===== config.mk =====
export PLATFORM = sky130hd
export DESIGN_NAME = pipelined_adder_tree
export DESIGN_NICKNAME = d
export VERILOG_FILES = /design/src/rtl/pipelined_adder_tree.sv
export SDC_FILE = /design/constraint.sdc
export NUM_CORES = 1
export LEC_CHECK = 0
export ABC_AREA = 1
export BUFFER_PORTS_ARGS = -buffer_cell sky130_fd_sc_hd__buf_4
export CORE_UTILIZATION = 56
export CTS_BUF_LIST = sky130_fd_sc_hd__clkbuf_4 sky130_fd_sc_hd__clkbuf_8 sky130_fd_sc_hd__clkbuf_16
export DETAILED_ROUTE_END_ITERATION = 7
export PLACE_DENSITY = 0.82
export SETUP_SLACK_MARGIN = 0.5
export SYNTH_ARGS = -nofsm -noshare
export SYNTH_HDL_FRONTEND = slang
export SYNTH_SLANG_ARGS = --single-unit

===== constraint.sdc =====
create_clock -name clk -period 1.9 [get_ports clk]
set_input_delay 0.095 -clock clk [delete_from_list [all_inputs] [get_ports clk]]
set_output_delay 0.095 -clock clk [all_outputs]
set_load 0.02 [all_outputs]

===== src/rtl/pipelined_adder_tree.sv =====
// rtl/pipelined_adder_tree.sv - registered binary adder tree with valid/ready flow control
//
// Sums NUM_IN operands of DATA_W bits. Each tree level has one register stage.
// Operands are zero-extended (SIGNED=0) or sign-extended (SIGNED=1) by one bit at each level.
// Ports:
//   clk, rst_n            clock (rising edge), asynchronous active-low reset
//   flush                 synchronous pipeline clear; blocks input during the flush cycle
//   in_valid/in_ready     operand-set handshake
//   in_data               packed operands; operand j = in_data[j*DATA_W +: DATA_W]
//   out_valid/out_ready   result handshake
//   out_data              exact sum, DATA_W+LEVELS bits wide
module pipelined_adder_tree #(
    parameter  int DATA_W = 10,
    parameter  int NUM_IN = 4,
    parameter  int SIGNED = 0,
    localparam int LEVELS = $clog2(NUM_IN),
    localparam int OUT_W  = DATA_W + LEVELS
) (
    input  logic                     clk,
    input  logic                     rst_n,
    input  logic                     flush,
    input  logic                     in_valid,
    output logic                     in_ready,
    input  logic [NUM_IN*DATA_W-1:0] in_data,
    output logic                     out_valid,
    input  logic                     out_ready,
    output logic [OUT_W-1:0]         out_data
);

    localparam int NUM_PAD = 1 << LEVELS;

    logic [DATA_W-1:0] pad [NUM_PAD];
    logic [LEVELS:1]   v_q;
    logic [LEVELS:1]   v_prev;
    logic [LEVELS:1]   en;
    logic [LEVELS:1]   ld;
    logic              v0;

    // Level 0: input operands padded with zeros up to a power of two.
    always_comb begin
        for (int j = 0; j < NUM_PAD; j++) begin
            pad[j] = '0;
        end
        for (int j = 0; j < NUM_IN; j++) begin
            pad[j] = in_data[j*DATA_W +: DATA_W];
        end
    end

    // A stage may advance when it is empty or when every stage after it can
    // advance. The chain is flattened (OR of downstream empties and out_ready)
    // so no vector depends on its own bits.
    always_comb begin
        logic acc;
        for (int k = 1; k <= LEVELS; k++) begin
            acc = out_ready;
            for (int j = k; j <= LEVELS; j++) begin
                acc = acc | ~v_q[j];
            end
            en[k] = acc;
        end
    end

    assign in_ready = en[1] & ~flush;
    assign v0       = in_valid & in_ready;

    always_comb begin
        v_prev[1] = v0;
        for (int k = 2; k <= LEVELS; k++) begin
            v_prev[k] = v_q[k-1];
        end
        for (int k = 1; k <= LEVELS; k++) begin
            ld[k] = en[k] & v_prev[k];
        end
    end

    always_ff @(posedge clk or negedge rst_n) begin
        if (!rst_n) begin
            v_q <= '0;
        end else if (flush) begin
            v_q <= '0;
        end else begin
            for (int k = 1; k <= LEVELS; k++) begin
                if (en[k]) begin
                    v_q[k] <= v_prev[k];
                end
            end
        end
    end

    // Level k nodes are DATA_W+k bits; each adds two extended level k-1 entries.
    for (genvar k = 1; k <= LEVELS; k++) begin : g_lvl
        localparam int W = DATA_W + k;
        for (genvar i = 0; i < (1 << (LEVELS - k)); i++) begin : g_node
            logic [W-2:0] a;
            logic [W-2:0] b;
            logic [W-1:0] s;
            logic [W-1:0] q;

            if (k == 1) begin : g_leaf
                assign a = pad[2*i];
                assign b = pad[2*i+1];
            end else begin : g_inner
                assign a = g_lvl[k-1].g_node[2*i].q;
                assign b = g_lvl[k-1].g_node[2*i+1].q;
            end

            if (SIGNED != 0) begin : g_sext
                assign s = {a[W-2], a} + {b[W-2], b};
            end else begin : g_zext
                assign s = {1'b0, a} + {1'b0, b};
            end

            always_ff @(posedge clk or negedge rst_n) begin
                if (!rst_n) begin
                    q <= '0;
                end else if (ld[k]) begin
                    q <= s;
                end
            end
        end
    end

    assign out_valid = v_q[LEVELS];
    assign out_data  = g_lvl[LEVELS].g_node[0].q;

endmodule


* Word level (Yosys, flattened, before mapping) *
Cells that the tools add are included.

operators by class
  $add $sub $neg = 3
  bitwise gates (word level) = 10
  reductions and logical operators = 2
  muxes and demuxes = 3

operators with widths
  kind               count
  $add 10x10->11     2
  $add 11x11->12     1
  $and 1x1->1        4
  $reduce_bool 2->1  2
  $not 1->1          3
  $or 1x1->1         3
  $mux 1             2
  $mux 2             1

word-level totals
  logic and storage cells = 23
  bits in registers = 36
  input bits = 45

* Depth between registers and ports, before layout *
Gate-level depths: netlist of the first run.

  word-level depth = 7
  depth in mapped cells = 10
  gate-level depth less buffers = 10

* Worst setup path before layout of the first run *
OpenSTA, ideal clock, no wires.

  path kind = register -> register
  start = reg g_lvl[1].g_node[0].q[0]
  end = reg g_lvl[2].g_node[0].q[8], in the netlist out_data[8]
  setup slack = 298 ps
  data arrival time = 1483 ps
  required time = 1781 ps
  path buffers = 0
  setup time = 119 ps
  cell stages (with the launch flop) = 9
  path through = dfrtp_1 -> ha_1 -> fa_1 -> nand3_1 -> nand3_1 -> nand2_1 -> nand3b_1 -> nand3_1 -> nand2_1

on the way
  longest elaborated chain between the ends = 1

ends and longest elaborated chain
  what                    line  text
  from (decl)             97    logic [W-1:0] q;
  from (signal assigned)  117   q <= s;
  $add 11x11->12          110   assign s = {1'b0, a} + {1'b0, b};
  to (signal assigned)    117
  to (decl)               97

Every way passes these cells.
A chain may end at the register's enable or synchronous reset.

* Worst setup path after layout of the first run *
  start = reg g_lvl[1].g_node[0].q[0]
  end = reg g_lvl[2].g_node[0].q[6], in the netlist out_data[6]

The elaborated chain is that of the path after synthesis.

==> results of run 1 <==
-- layer usage --
metal	share of wire (%)	GRT usage (%)	up-vias
li1	-	-	1521
met1	38	31.52	1407
met2	49	52.15	163
met3	6.8	6.961	50
met4	5.8	19.29	0
met5	0	0	-
-- cells by family after synthesis --
| kind of cell | after synthesis |
|---|---|
| AOI/OAI and AO/OA | 46 |
| buffers and inverters | 50 |
| adders and majority gates | 34 |
| xor gates and xnor gates | 9 |
| and+or+nand+nor | 246 |
| DFF | 36 |
-- sequential cells by signal, summed over array words and instances, names as in the netlist --
signal / flops
g_lvl.g_node.q: 22
out_data: 12
v_q: 2
-- synth_stat cells (all sizes together), types with 5 or more instances --
library cell	count	share of area, %
nand2	166	21
inv	44	5.7
nor2	39	5.6
dfrtp	36	30
ha	31	13
nand3	30	5.4
o21ai	22	5.0
a21oi	19	3.5
xnor2	7	2.1
nand3b	6	1.5
buf	5	1.6
-- per-stage QoR --
stage / util (%) / std cells
4_1_cts: 74.91 / 565
5_1_grt: 78.17 / 577
6_report: 78.17 / 577
2_1_floorplan: - / 421
3_3_place_gp: 67.86 / 545
3_5_place_dp: 67.86 / 545
-- repair_timing --
item                       in CTS  in global routing
hold endpoints to repair       38                  0
gates resized for setup        19                 19
setup endpoints to repair       9                 32
pin swaps                      15                 11
hold buffers                    2                  0
buffers inserted               10                 12
-- critical path, delay by kind of cell (launching register included) --
kind,cells,cell delay [ns]
compound gates,1,0.12
simple gates,6,0.55
flops,1,0.42
fa+ha+maj,2,0.54
-- where the power goes --
| part | switching, mW | internal, mW | leakage (nW) |
|---|---|---|---|
| clock | 0.275 | 0.463 | 0.0645 |
| combinational | 1.06 | 0.904 | 1.62 |
| sequential | 0.162 | 0.965 | 0.442 |
-- how the worst max path moves through the flow --
stage                                    endpoint  slack, ns  cells past startpoint
after floorplan                       out_data[6]       0.42                      9
after global placement    g_lvl[1].g_node[0].q[8]       0.29                     10
after detailed placement  g_lvl[1].g_node[0].q[8]       0.27                     10
after CTS                             out_data[6]       0.33                      9
after global routing                  out_data[6]       0.07                      9
final                                 out_data[6]       0.17                      9
-- final cells by class --
| type | instances | share of cell area (%) |
|---|---|---|
| multi-input cells | 335 | 51.49 |
| flip-flops and latches | 36 | 22.66 |
| clock buffers | 7 | 2.413 |
| well taps | 70 | 2.194 |
| repair buffers | 83 | 16.14 |
| inverters | 45 | 4.356 |
| clock inverters | 1 | 0.7521 |
==> impl_metrics.env, run 1 <==
export IMPL_dieArea_mm2=0.005593
export IMPL_drv_slew=0
export IMPL_power_mw=3.832
export IMPL_grt_ovfl_total=0
export IMPL_r2r_slack_ns=0.17
export IMPL_rsz0062_at_grt="yes"
export IMPL_required_ns=2.12
export IMPL_rr_endpoint="out_data[6]"
export IMPL_grt_pass1_wl_um=12430
export IMPL_vias_per_cell=5.444
export IMPL_wl_per_cell_um=14.12
export IMPL_drv_cap=0
export IMPL_fmax_ghz=0.5797
export IMPL_synth_edf_count=0
export IMPL_die_y_um=74.79
export IMPL_start_util_pct=58.08
export IMPL_p_leak_nw=2.124
export IMPL_critPathSlowestCell="dfrtp_1"
export IMPL_insertion_delay_ns=0.29
export IMPL_first_pass_iters=5
export IMPL_drc_errors=0
export IMPL_synth_xor_area_share_pct=2.657
export IMPL_multi_input_area_mm2=0.002056
export IMPL_drive_above_1_share_pct=27.42
export IMPL_rows=26
export IMPL_synth_top_flop_cell="dfrtp_1"
export IMPL_ys_ff_latch=36
export IMPL_synth_mux_area_share_pct=0
export IMPL_yosysWarnings=0
export IMPL_hp_class="in -> reg"
export IMPL_max_clock_path_buffers=2
export IMPL_cts_made_buffers=5
export IMPL_finalInstanceArea_mm2=0.003993
export IMPL_min_to="v_q[2]"
export IMPL_drt_wl_total_um=8148
export IMPL_hold_viol=0
export IMPL_port_buffers=58
export IMPL_final_common_cell="nand2_1"
export IMPL_crit_chain="ha_4 > fa_2 > nand3_2 > nand3_4 > nand2_1 > nand2_1 > nand2_1 > nand2_1 > o21ai_1"
export IMPL_htree_levels=2
export IMPL_fin_crit_ns=1.725
export IMPL_synth_fa_ha_area_share_pct=15.10
export IMPL_synth_simple_gate_area_share_pct=34.84
export IMPL_hold_slack_ns=0.07755
export IMPL_clkTransAtPathRegs_ns=0.07
export IMPL_end_kind="flop"
export IMPL_die_w_um=74.79
export IMPL_synth_avg_cell_area_um2=7.047
export IMPL_io_pins=59
export IMPL_final_cell_mix="nand2_1 (158), buf_4 (79), inv_1 (41)"
export IMPL_status="complete, no violations"
export IMPL_setup_viol=0
export IMPL_finalCritPeriodShare_pct=90.80
export IMPL_path_class="reg -> reg"
export IMPL_grt_max_degree=37
export IMPL_tritoncts="built"
export IMPL_worst_ep_arrival_time_ns=1.95
export IMPL_whs_path_depth=4
export IMPL_synth_top_family_by_area="simple AND/OR/NAND/NOR gates"
export IMPL_postSynthCellCount=421
export IMPL_cp_max_fo=3
export IMPL_dp_final_hpwl_um=5368
export IMPL_synth_compound_area_share_pct=9.701
export IMPL_synth_fp_nets=500
export IMPL_worstHoldStart="out_ready"
export IMPL_synthDistinctLibCells=30
export IMPL_synth_area_mm2=0.002967
export IMPL_fin_ws_ns=0.1749
export IMPL_root_buffer="clkbuf_8"
export IMPL_n_fill_cell=357
export IMPL_finClkSkew_ns=0.006756
export IMPL_tightest_slew_ns=0.4453
export IMPL_drtIter0Drc=232
export IMPL_startpoint="g_lvl[1].g_node[0].q[0]"
export IMPL_area_growth_pct=34.58
export IMPL_antenna_found_initial=0
export IMPL_preCtsSetupSlack_ns=0.2706
export IMPL_powerDensity_mw_per_mm2=959.8
export IMPL_post_dp_cell_area_mm2=0.003466
export IMPL_timing_slew_headroom_pct=70.31
export IMPL_clock_sinks=36
export IMPL_core_mm2=0.005107
export IMPL_async_reset_ff_share_pct=100.0
export IMPL_nets=585
export IMPL_first_global_vias=2907
export IMPL_synth_seq_area_share_pct=30.37
export IMPL_r2r_cells=9
export IMPL_vias=3141
export IMPL_slowest_delay_ns=0.42
export IMPL_irDropWorstVdd_mv=0.5712
export IMPL_r2r_start="g_lvl[1].g_node[0].q[0]"
export IMPL_antennaDiodeCount=0
export IMPL_track_usage_pct=29.54
export IMPL_tns_ns=0
export IMPL_place_congestion=0.9314
export IMPL_crit_top_cell="nand2_1"
export IMPL_antenna_left=0
export IMPL_start_kind="flop"
export IMPL_ff_latch_area_um2=904.6
(Power assumes the default switching activity.)
==> inputs of run 2 (changes only) <==
Settings changed: RECOVER_POWER from default to 25.
==> impl_metrics.env, run 2 (synthesis gave the netlist of run 1 again) <==
export IMPL_drt_wl_total_um=8143
export IMPL_antennaDiodeCount=0
export IMPL_drc_errors=0
export IMPL_vias=3150
export IMPL_rsz0062_at_grt="yes"
export IMPL_tns_ns=0
export IMPL_fin_crit_ns=1.725
export IMPL_setup_viol=0
export IMPL_powerDensity_mw_per_mm2=959.9
export IMPL_hold_viol=0
export IMPL_drive_above_1_share_pct=27.42
export IMPL_critPathSlowestCell="dfrtp_1"
export IMPL_clock_sinks=36
export IMPL_place_congestion=0.9314
export IMPL_grt_ovfl_total=0
export IMPL_io_pins=59
export IMPL_status="complete, no violations"
export IMPL_root_buffer="clkbuf_8"
export IMPL_max_clock_path_buffers=2
export IMPL_antenna_found_initial=0
export IMPL_antenna_left=0
export IMPL_regMostFlops="g_lvl.g_node.q"
export IMPL_core_mm2=0.005107
export IMPL_crit_chain="ha_4 > fa_2 > nand3_2 > nand3_4 > nand2_1 > nand2_1 > nand2_1 > nand2_1 > o21ai_1"
export IMPL_required_ns=2.12
export IMPL_critPathTopFamily="simple AND/OR/NAND/NOR gates"
export IMPL_first_global_vias=2907
export IMPL_r2r_start="g_lvl[1].g_node[0].q[0]"
export IMPL_wl_per_cell_um=14.11
export IMPL_path_class="reg -> reg"
export IMPL_slowest_delay_ns=0.42
export IMPL_p_leak_nw=2.123
export IMPL_worst_ep_arrival_time_ns=1.95
export IMPL_dp_final_hpwl_um=5368
export IMPL_crit_top_cell="nand2_1"
export IMPL_end_kind="flop"
export IMPL_drtIter0Drc=232
export IMPL_die_y_um=74.79
export IMPL_cp_max_fo=3
export IMPL_dieArea_mm2=0.005593
export IMPL_final_common_cell="nand2_1"
export IMPL_htree_levels=2
export IMPL_grt_max_degree=37
export IMPL_nets=585
export IMPL_start_kind="flop"
export IMPL_finClkSkew_ns=0.006756
export IMPL_largest_reg_flops=22
export IMPL_worstHoldStart="out_ready"
export IMPL_cts_made_buffers=5
export IMPL_finalCritPeriodShare_pct=90.81
export IMPL_rows=26
export IMPL_start_util_pct=58.08
export IMPL_final_cell_mix="nand2_1 (158), buf_4 (78), inv_1 (41)"
export IMPL_vias_per_cell=5.459
export IMPL_port_buffers=58
export IMPL_tightest_slew_ns=0.8744
export IMPL_track_usage_pct=29.54
export IMPL_startpoint="g_lvl[1].g_node[0].q[0]"
export IMPL_hp_class="in -> reg"
export IMPL_drv_slew=0
export IMPL_timing_slew_headroom_pct=41.71
export IMPL_clkTransAtPathRegs_ns=0.07
export IMPL_first_pass_iters=5
export IMPL_irDropWorstVdd_mv=0.5703
export IMPL_die_w_um=74.79
export IMPL_tritoncts="built"
export IMPL_insertion_delay_ns=0.29
export IMPL_drv_cap=0
export IMPL_grt_pass1_wl_um=12430
export IMPL_area_growth_pct=34.50
export IMPL_fmax_ghz=0.5796
export IMPL_power_mw=3.830
export IMPL_worstPathBufferInverterCount=0
export IMPL_hold_slack_ns=0.07755
[run 2: changes by cell type in the layout (fill, tap and decap cells not counted), sizes merged]
cell    change
clkbuf      +1
buf         -1
[run 2: metrics by stage]
stage               setup slack, ns  area, um^2  util [%]  instances
finish                       0.1746        3990     78.12        577
global route                0.07235        3990     78.12        577
CTS                          0.3310        3826     74.91        565
detailed placement           0.2706        3466     67.86        545
global placement             0.2860        3466     67.86        545
floorplan                    0.4247        2982         -        421
[run 2: area by class of cell]
| cell class | instances | area [um^2] |
|---|---|---|
| Multi-Input combinational cell | 335 | 2056 |
| Fill cell | 358 | 1117 |
| Sequential cell | 36 | 904.6 |
| Timing Repair Buffer | 83 | 641.9 |
| Inverter | 45 | 173.9 |
| Clock buffer | 7 | 96.34 |
| Tap cell | 70 | 87.58 |
| Clock inverter | 1 | 30.03 |
[run 2: repair_timing]
| action | CTS | global route |
|---|---|---|
| endpoints found under the setup margin | 9 | 32 |
| gates cloned | 0 | 0 |
| pin swaps | 15 | 11 |
| hold buffers | 2 | 0 |
| buffers inserted | 10 | 12 |
| endpoints found under the hold margin | 38 | 0 |
| resized for setup | 19 | 19 |
[run 2: path summary, 6_finish.rpt]
kind                                      endpoint  slack (ns)  depth (start not counted)
setup / recovery                       out_data[6]        0.17                          9
hold / removal                              v_q[2]        0.08                          4
setup reg to reg                       out_data[6]        0.17                          9
hold reg to reg                        out_data[8]        0.49                          2
max in group asynchronous  g_lvl[1].g_node[1].q[1]        0.84                          2
min in group asynchronous              out_data[3]        0.45                          2
[run 2: metal layers]
metal | GRT usage (%) | part of all wire [%] | vias up
met4 | 19.29 | 5.8 | 0
met2 | 52.15 | 49 | 165
li1 | - | - | 1521
met1 | 31.52 | 38 | 1414
met3 | 6.961 | 6.8 | 50
met5 | 0 | 0 | -
[run 2: worst min-delay path, cell delays in order]
cell and delay [ns]:
buf_4 0.08, inv_1 0.03, nand2_2 0.07, a21oi_1 0.06
[run 2: where the power goes]
part,internal [mW],total (mW),switching [mW]
clock network,0.463,0.737,0.275
registers,0.965,1.13,0.162
logic,0.903,1.97,1.06
total,2.33,3.83,1.50
==> inputs of run 3 (changes only) <==
Settings changed: ABC_AREA 1 to default, CORE_UTILIZATION 56 to 50, PLACE_DENSITY 0.82 to 0.76, SETUP_SLACK_MARGIN 0.5 to 0.02.
==> impl_metrics.env, run 3 <==
export IMPL_root_buffer="clkbuf_8"
export IMPL_wl_met3_um=167
export IMPL_fin_crit_ns=1.894
export IMPL_numPlacedInstances=413
export IMPL_start_kind="flop"
export IMPL_instances_no_fill=424
export IMPL_rsz0062_at_grt="yes"
export IMPL_ys_ff_latch=36
export IMPL_yosys_top_cells_count="nand2_1 (40), dfrtp_1 (36), ha_1 (31)"
export IMPL_max_clock_path_buffers=2
export IMPL_clock_sinks=36
export IMPL_antenna_found_initial=0
export IMPL_die_w_um=74.61
export IMPL_fin_ws_ns=0.005950
export IMPL_synth_top_flop_cell="dfrtp_1"
export IMPL_finClkSkew_ns=0.008242
export IMPL_grt_max_degree=43
export IMPL_worst_ep_arrival_time_ns=2.06
export IMPL_hold_slack_ns=0.04752
export IMPL_final_common_cell="buf_4"
export IMPL_yosysWarnings=0
export IMPL_wl_met1_um=2655
export IMPL_tightest_slew_ns=0.8671
export IMPL_drtIter0Drc=119
export IMPL_post_dp_cell_area_mm2=0.003179
export IMPL_cp_max_fo=3
export IMPL_fmax_ghz=0.5280
export IMPL_synth_area_mm2=0.002636
export IMPL_largest_reg_flops=22
export IMPL_area_growth_pct=26.96
export IMPL_nets=432
export IMPL_dieArea_mm2=0.005567
export IMPL_drc_errors=0
export IMPL_synth_top_area_cell="dfrtp_1"
export IMPL_synth_fp_nets=365
export IMPL_finalCritPeriodShare_pct=99.69
export IMPL_end_kind="flop"
export IMPL_setup_viol=0
export IMPL_crit_chain="ha_2 > fa_2 > a21oi_4 > o211ai_1 > a31oi_1 > xnor2_1 > mux2_4"
export IMPL_wl_per_cell_um=12.62
export IMPL_slowest_delay_ns=0.39
export IMPL_htree_levels=2
export IMPL_tns_ns=0
export IMPL_drt_wl_total_um=5352
export IMPL_finalInstanceArea_mm2=0.003347
export IMPL_dr_max_layer_used="met4"
export IMPL_io_pins=59
export IMPL_status="complete, no violations"
export IMPL_grt_pass1_wl_um=9101
export IMPL_synth_seq_area_share_pct=34.17
export IMPL_wl_met2_um=2415
export IMPL_irDropWorstVdd_mv=0.5437
export IMPL_drive_above_1_share_pct=24.86
export IMPL_drv_cap=0
export IMPL_preCtsSetupSlack_ns=-0.01935
export IMPL_powerDensity_mw_per_mm2=1013
export IMPL_insertion_delay_ns=0.29
export IMPL_dp_final_hpwl_um=4203
export IMPL_required_ns=2.07
export IMPL_die_y_um=74.61
export IMPL_synth_avg_cell_area_um2=9.218
export IMPL_hp_class="in -> reg"
export IMPL_synthTopCellsByArea="dfrtp_1 (34%), ha_1 (15%), nand2_1 (5.7%)"
export IMPL_synth_edf_count=0
export IMPL_port_buffers=58
export IMPL_first_global_vias=2043
export IMPL_cts_made_buffers=5
export IMPL_synth_top_cell_area_share_pct=34.17
export IMPL_clkTransAtPathRegs_ns=0.07
export IMPL_start_util_pct=51.62
export IMPL_final_cell_mix="buf_4 (64), nand2_1 (40), dfrtp_1 (36)"
export IMPL_p_leak_nw=1.617
export IMPL_place_congestion=0.8277
export IMPL_antenna_left=0
export IMPL_async_reset_ff_share_pct=100.0
export IMPL_regMostFlops="g_lvl.g_node.q"
export IMPL_antennaDiodeCount=0
export IMPL_power_mw=3.389
export IMPL_tritoncts="built"
export IMPL_yosysMostFrequentCell="nand2_1"
export IMPL_drv_slew=0
export IMPL_first_pass_iters=4
export IMPL_path_class="reg -> reg"
export IMPL_synthDistinctLibCells=46
export IMPL_hold_viol=0
export IMPL_grt_ovfl_total=0
export IMPL_rows=26
export IMPL_final_util_pct=65.53
export IMPL_vias_per_cell=5.392
export IMPL_core_mm2=0.005107
export IMPL_timing_slew_headroom_pct=42.19
export IMPL_critPathSlowestCell="dfrtp_1"
export IMPL_track_usage_pct=21.60
export IMPL_vias=2286
export IMPL_postSynthCellCount=286
-- run 3: cell types whose count changed after synthesis, moves of 5 or more --
cell / before / now
nand2_1: 164 / 40
nand3b_1: 6 / 0
xnor2_1: 7 / 2
clkbuf_1: 0 / 6
o21ai_2: 10 / 0
nand3_1: 28 / 3
a21o_1: 0 / 8
inv_1: 42 / 10
o21ai_1: 6 / 24
a211oi_1: 0 / 5
o21a_1: 1 / 11
a31oi_1: 0 / 5
nor2_1: 37 / 15
xor2_1: 2 / 14
-- run 3: path summary, 6_finish.rpt --
check,startpoint,slack (ns),cells after the start,end
max in group asynchronous,rst_n,0.90,2,out_data[10]
setup / recovery,g_lvl[1].g_node[0].q[0],0.006,7,out_data[10]
hold reg to reg,out_data[7],0.48,2,out_data[7]
setup reg to reg,g_lvl[1].g_node[0].q[0],0.006,7,out_data[10]
min in group asynchronous,rst_n,0.46,2,out_data[2]
hold / removal,in_valid,0.05,3,v_q[1]
-- run 3: timing repair --
action | 4_1_cts | 5_1_grt
setup buffers | 1 | 0
pin swaps | 3 | 7
gates resized for setup | 3 | 1
hold buffers | 2 | 0
setup endpoints to repair | 1 | 6
hold endpoints to repair | 38 | 0
-- run 3: worst max-delay path, delay by kind of cell, from the launching register on --
family,cells,cell delay (ns)
AO/OA/AOI/OAI,3,0.46
multiplexers,1,0.26
XOR/XNOR,1,0.10
adder cells (fa/ha/maj),2,0.57
flip-flops,1,0.39
-- run 3: kinds of logic after synthesis --
family,Yosys count,synth area share (%)
adders and majority gates,34,16.99
DFF,36,34.17
AOI/OAI and AO/OA,102,26.63
muxes,3,1.281
xor gates and xnor gates,16,5.316
and+or+nand+nor,78,13.15
buffers and inverters,17,2.468
-- run 3: cell type report --
| cell class | count | area, um^2 |
|---|---|---|
| flip-flops and latches | 36 | 900.9 |
| inverters | 10 | 37.54 |
| clock buffers | 7 | 96.34 |
| well taps | 70 | 87.58 |
| clock inverters | 1 | 30.03 |
| multi-input cells | 233 | 1689 |
| repair buffers | 67 | 505.5 |
| fillers | 443 | 1760 |
-- run 3: power by group --
group	internal (mW)	switching (mW)
registers	0.980	0.140
clock network	0.463	0.268
logic	0.718	0.820
-- run 3: per-layer routing --
| layer | track usage, % | vias to the layer above |
|---|---|---|
| met2 | 33.73 | 56 |
| met4 | 8.386 | 0 |
| met1 | 30.64 | 1041 |
| li1 | - | 1180 |
| met5 | 0 | - |
| met3 | 2.811 | 9 |
